===== config.mk =====
export PLATFORM = sky130hd
export DESIGN_NAME = serial_divider
export DESIGN_NICKNAME = d
export VERILOG_FILES = /design/src/rtl/serial_divider.sv
export SDC_FILE = /design/constraint.sdc
export NUM_CORES = 1
export LEC_CHECK = 0
export ABC_AREA = 1
export CAP_MARGIN = 20
export CORE_MARGIN = 8
export CORE_UTILIZATION = 56
export DETAILED_ROUTE_END_ITERATION = 8
export PLACE_DENSITY = 0.89
export SETUP_SLACK_MARGIN = 0.1
export SKIP_CTS_REPAIR_TIMING = 1
export SYNTH_ARGS = -nofsm -noshare
export SYNTH_HDL_FRONTEND = slang
export SYNTH_SLANG_ARGS = --single-unit

===== constraint.sdc =====
create_clock -name clk -period 2.4 [get_ports clk]
set_input_delay 0.48 -clock clk [delete_from_list [all_inputs] [get_ports clk]]
set_output_delay 0.48 -clock clk [all_outputs]
set_load 0.05 [all_outputs]

===== src/rtl/serial_divider.sv =====
// Serial-loaded 16/8 restoring divider: three operand bytes over data_in,
// then sixteen one-bit iterations into registered quotient/remainder.
module serial_divider (
    input  logic        clk,
    input  logic        reset,
    input  logic        start,
    input  logic [7:0]  data_in,
    output logic [15:0] quotient,
    output logic [7:0]  remainder,
    output logic        done,
    output logic        busy,
    output logic        div_by_zero
);

    typedef enum logic [2:0] {
        IDLE,
        LOAD_LO,
        LOAD_DIV,
        DIVIDE,
        DONE
    } state_t;

    state_t      state_q, state_d;
    logic [15:0] dvd_q, dvd_d;
    logic [7:0]  divisor_q, divisor_d;
    logic [8:0]  rem_q, rem_d;
    logic [4:0]  cnt_q, cnt_d;
    logic [15:0] quotient_q, quotient_d;
    logic [7:0]  remainder_q, remainder_d;
    logic        done_q, done_d;
    logic        busy_q, busy_d;
    logic        dbz_q, dbz_d;
    logic [9:0]  rem_wide;

    always_comb begin
        state_d     = state_q;
        dvd_d       = dvd_q;
        divisor_d   = divisor_q;
        rem_d       = rem_q;
        cnt_d       = cnt_q;
        quotient_d  = quotient_q;
        remainder_d = remainder_q;
        dbz_d       = dbz_q;
        rem_wide    = {rem_q, dvd_q[15]};

        case (state_q)
            IDLE: begin
                if (start) begin
                    dvd_d   = {data_in, dvd_q[7:0]};
                    state_d = LOAD_LO;
                end
            end
            LOAD_LO: begin
                dvd_d   = {dvd_q[15:8], data_in};
                state_d = LOAD_DIV;
            end
            LOAD_DIV: begin
                divisor_d = data_in;
                if (data_in == 8'h00) begin
                    quotient_d  = 16'hFFFF;
                    remainder_d = '0;
                    dbz_d       = 1'b1;
                    state_d     = DONE;
                end else begin
                    rem_d   = '0;
                    cnt_d   = 5'd16;
                    state_d = DIVIDE;
                end
            end
            DIVIDE: begin
                // rem_q never exceeds divisor-1, so the shifted value fits in 9 bits
                if (rem_wide >= {2'b00, divisor_q}) begin
                    rem_d = rem_wide[8:0] - {1'b0, divisor_q};
                    dvd_d = {dvd_q[14:0], 1'b1};
                end else begin
                    rem_d = rem_wide[8:0];
                    dvd_d = {dvd_q[14:0], 1'b0};
                end
                cnt_d = cnt_q - 5'd1;
                if (cnt_q == 5'd1) begin
                    quotient_d  = dvd_d;
                    remainder_d = rem_d[7:0];
                    dbz_d       = 1'b0;
                    state_d     = DONE;
                end
            end
            DONE: begin
                if (start) begin
                    dvd_d   = {data_in, dvd_q[7:0]};
                    dbz_d   = 1'b0;
                    state_d = LOAD_LO;
                end
            end
            default: state_d = IDLE;
        endcase

        busy_d = (state_d == LOAD_LO) || (state_d == LOAD_DIV) || (state_d == DIVIDE);
        done_d = (state_d == DONE);
    end

    always_ff @(posedge clk) begin
        if (reset) begin
            state_q     <= IDLE;
            dvd_q       <= '0;
            divisor_q   <= '0;
            rem_q       <= '0;
            cnt_q       <= '0;
            quotient_q  <= '0;
            remainder_q <= '0;
            done_q      <= 1'b0;
            busy_q      <= 1'b0;
            dbz_q       <= 1'b0;
        end else begin
            state_q     <= state_d;
            dvd_q       <= dvd_d;
            divisor_q   <= divisor_d;
            rem_q       <= rem_d;
            cnt_q       <= cnt_d;
            quotient_q  <= quotient_d;
            remainder_q <= remainder_d;
            done_q      <= done_d;
            busy_q      <= busy_d;
            dbz_q       <= dbz_d;
        end
    end

    assign quotient    = quotient_q;
    assign remainder   = remainder_q;
    assign done        = done_q;
    assign busy        = busy_q;
    assign div_by_zero = dbz_q;

endmodule

==> results of run 1 <==
logic make-up (layout without fill, tap and decap cells):
group / Yosys count / in the layout / synth area share
simple gates: 195 / 196 / 0.266
fa+ha+maj: 11 / 11 / 0.0425
xor+xnor: 3 / 3 / 0.00770
flops: 68 / 68 / 0.399
buf+inv: 109 / 153 / 0.128
compound gates: 92 / 92 / 0.157
cells in the final DEF, fill, tap and decap left out, types with 2 or more instances in the layout:
| cell type | count |
|---|---|
| a21oi_1 | 27 |
| clkdlybuf4s50_1 | 37 |
| nand3_2 | 2 |
| inv_1 | 83 |
| nand3_1 | 43 |
| clkbuf_8 | 11 |
| nand2_1 | 105 |
| ha_1 | 10 |
| xnor2_1 | 2 |
| a31oi_1 | 15 |
| clkinv_4 | 2 |
| dfxtp_1 | 68 |
| nor2_2 | 6 |
| buf_4 | 11 |
| o221ai_1 | 3 |
| nor3_1 | 3 |
| or2_1 | 3 |
| inv_2 | 5 |
| a221oi_1 | 7 |
| nor2_1 | 16 |
| o21ai_0 | 23 |
| nand4_1 | 3 |
| nor2_8 | 3 |
| o21ai_1 | 11 |
| o211ai_1 | 2 |
| nand2_2 | 10 |
stage by stage:
stage,total power (µW),hold WS (ps),util
after global routing,3430,488,0.693
after global placement,2210,449,0.654
after floorplan,2020,435,-
after CTS,3220,466,0.690
after detailed placement,2240,455,0.654
final,3240,464,0.693
final timing paths:
check	startpoint	endpoint	slack, ps	depth (start not counted)
max	dvd_q[15]$_SDFFE_PP0P_	rem_q[1]$_SDFFE_PP0P_	240	14
min	quotient[9]$_SDFFE_PP0P_	quotient[9]$_SDFFE_PP0P_	460	2
max reg2reg	dvd_q[15]$_SDFFE_PP0P_	rem_q[1]$_SDFFE_PP0P_	240	14
min reg2reg	quotient[9]$_SDFFE_PP0P_	quotient[9]$_SDFFE_PP0P_	460	2
critical path, stage by stage (launching register included):
cell and delay, ps:
dfxtp_1 370, inv_1 60, ha_1 230, fa_2 370, inv_1 70, nand2_1 50, nand2_1 120, nand3_2 120
inv_2 120, nor2_8 80, nor2_4 210, nand2_2 80, nand3_1 90, nand2_1 60, inv_1 60
sequential cells by signal, summed over array words and instances (netlist names):
register / flops
quotient: 16
remainder: 8
state_q: 3
busy: 1
cnt_q: 5
rem_q: 9
dvd_q: 16
div_by_zero: 1
done: 1
divisor_q: 8
area by class of cell:
| type | instances | share of cell area |
|---|---|---|
| timing repair buffer | 49 | 0.115 |
| sequential | 68 | 0.332 |
| multi-input combinational | 302 | 0.398 |
| tap | 75 | 0.0229 |
| inverter | 88 | 0.0806 |
| clock inverter | 5 | 0.0146 |
| clock buffer | 11 | 0.0369 |
routing by layer:
| layer | vias up | GRT usage |
|---|---|---|
| met5 | - | 0 |
| met4 | 0 | 0.122 |
| met3 | 26 | 0.0392 |
| met2 | 110 | 0.306 |
| met1 | 1472 | 0.233 |
| li1 | 1626 | - |
power by group through the flow:
stage | Clock [µW] | Sequential (µW) | Combinational [µW]
3_3_place_gp | 0 | 1280 | 934
6_report | 985 | 1260 | 1000
2_1_floorplan | 0 | 1290 | 733
5_1_grt | 1050 | 1270 | 1110
4_1_cts | 1000 | 1260 | 965
3_5_place_dp | 0 | 1280 | 953
==> impl_results.md, run 1 <==
- Largest net degree at the start of global routing: 45
- Die H: 94.1 µm
- Min cycle time layout: 2160 ps
- Area growth, synth to finish: 20.1%
- Fillers: 468
- Routed vias: 3234
- DRT iter0 DRCs: 260
- Combinational share of power: 0.308
- Setup CP Type: flip-flop to flip-flop
- Highest Signal Layer: met4
- # DRC: 0
- Min setup slack post-route: 239 ps
- Final period util: 0.901
- Clock transition at path regs: 70 ps
- Core area: 5920 µm²
- ANT cells: 0
- 1st-pass router iterations: 5
- Endpoint type of the worst setup path: flip-flop
- Worst hold path class: flip-flop to flip-flop
- Clock power share: 0.304
- First-pass GRT wire length: 13500 µm
- Met2 Wirelength: 3970 µm
- Layout cells sized above 1: 0.111
- Gr ovfl total: 0
- Post-Syn Nets: 500
- Cells after DPL: 581
- Sink Count: 68
- Non-filler cells, final: 598
- Synthesized cell area: 3410 µm²
- Detail Route met3 WL: 503 µm
- Worst VDD drop: 0.479 mV
- Pins over their slew limit: 0
- YS warnings: 0
- Pre-CTS setup slack: 235 ps
- Die ar.: 8850 µm²
- Die Span X: 94.1 µm
- Post-synth top area cell: dfxtp_1
- #FFs+latches synth: 68
- Synth top area cells: dfxtp_1 (40%), nand2_1 (12%), inv_1 (9.1%), nand3_1 (6.3%), a21oi_1 (4.0%)
- Post-synth EDFFs: 0
- Post-route ant nets: 0
- Async set or reset register ratio after synthesis: 0
- Synth Flop Type: dfxtp_1
- Final Wtd Congestion: 0.883
- Max frequency: 0.463 GHz
- Worst-case headroom to the max-slew limit: 0.655
- Sequential Power Share: 0.388
- Area taken by multi-input logic gates: 1630 µm²
- Hpwl dp: 5720 µm
- Max-Cap Viols: 0
- Final instance area: 4100 µm²
- CP Launch Type: flip-flop
- Row cnt: 28
- Register area share after synthesis: 0.399
- Dpl cell area: 3870 µm²
- IO Pins: 38
- Sw Pwr: 1160 µW
- Leakage power: 0.00196 µW
- Syn avg cell area: 7.14 µm²
- Count of input and output buffers: 37
- Worst-Skew Late Latency: 350 ps
- Worst Path Max Fanout: 10
- # H-tree levels: 3
- Mapped Cells: 478
- Status: finished, final reports clean
- Most frequent cell after synthesis: nand2_1
- Vias in the first global route: 3019
- Vias per inst: 5.41
- Sum of negative setup slack: 0 ps
- Gr usage total: 0.193
- Clk_skew: 9.28 ps
- Hold Vio Cnt, Final: 0
- Post-synth top cells: nand2_1 (105), inv_1 (83), dfxtp_1 (68)
- WP data arrival: 2460 ps
- Critical Path RT: 2700 ps
- Final Setup Violations: 0
- Share of the synthesized area in the top cell type: 0.399
- Initial Util: 0.577
- CTS tree: done
- Routed wire length per instance: 14.2 µm
- Netlist cell types: 32
- Nets: 540
- Drt total wl: 8470 µm
- Max Buffers Root-to-Sink: 2
- Initial antenna violation count: 0
- Switching Share: 0.357
- Least-Margin Pin Slew: 516 ps
- Power Density: 791 nW/µm²
- Number of CTS-inserted buffers: 9
- Wire length on met1: 3770 µm
- Unrepaired setup endpoints after global routing: false
- Root buffer cell: clkbuf_8
- Register area: 1360 µm²
- Internal power: 2090 µW
(Power assumes the default switching activity.)
==> run 2, diff against run 1 <==
--- a/config.mk
+++ b/config.mk
@@ -9,6 +9,7 @@
 export CAP_MARGIN = 20
 export CORE_MARGIN = 8
 export CORE_UTILIZATION = 56
+export CTS_CLUSTER_SIZE = 8
 export DETAILED_ROUTE_END_ITERATION = 8
 export PLACE_DENSITY = 0.89
 export SETUP_SLACK_MARGIN = 0.1
==> results of run 2 <==
The final DEF is identical to that of run 1; final timing and power are the same.
==> run 3, diff against run 2 <==
--- a/config.mk
+++ b/config.mk
@@ -14,6 +14,7 @@
 export PLACE_DENSITY = 0.89
 export SETUP_SLACK_MARGIN = 0.1
 export SKIP_CTS_REPAIR_TIMING = 1
+export SLEW_MARGIN = 20
 export SYNTH_ARGS = -nofsm -noshare
 export SYNTH_HDL_FRONTEND = slang
 export SYNTH_SLANG_ARGS = --single-unit
==> results of run 3 <==
The final DEF is identical to that of run 1; final timing and power are the same.
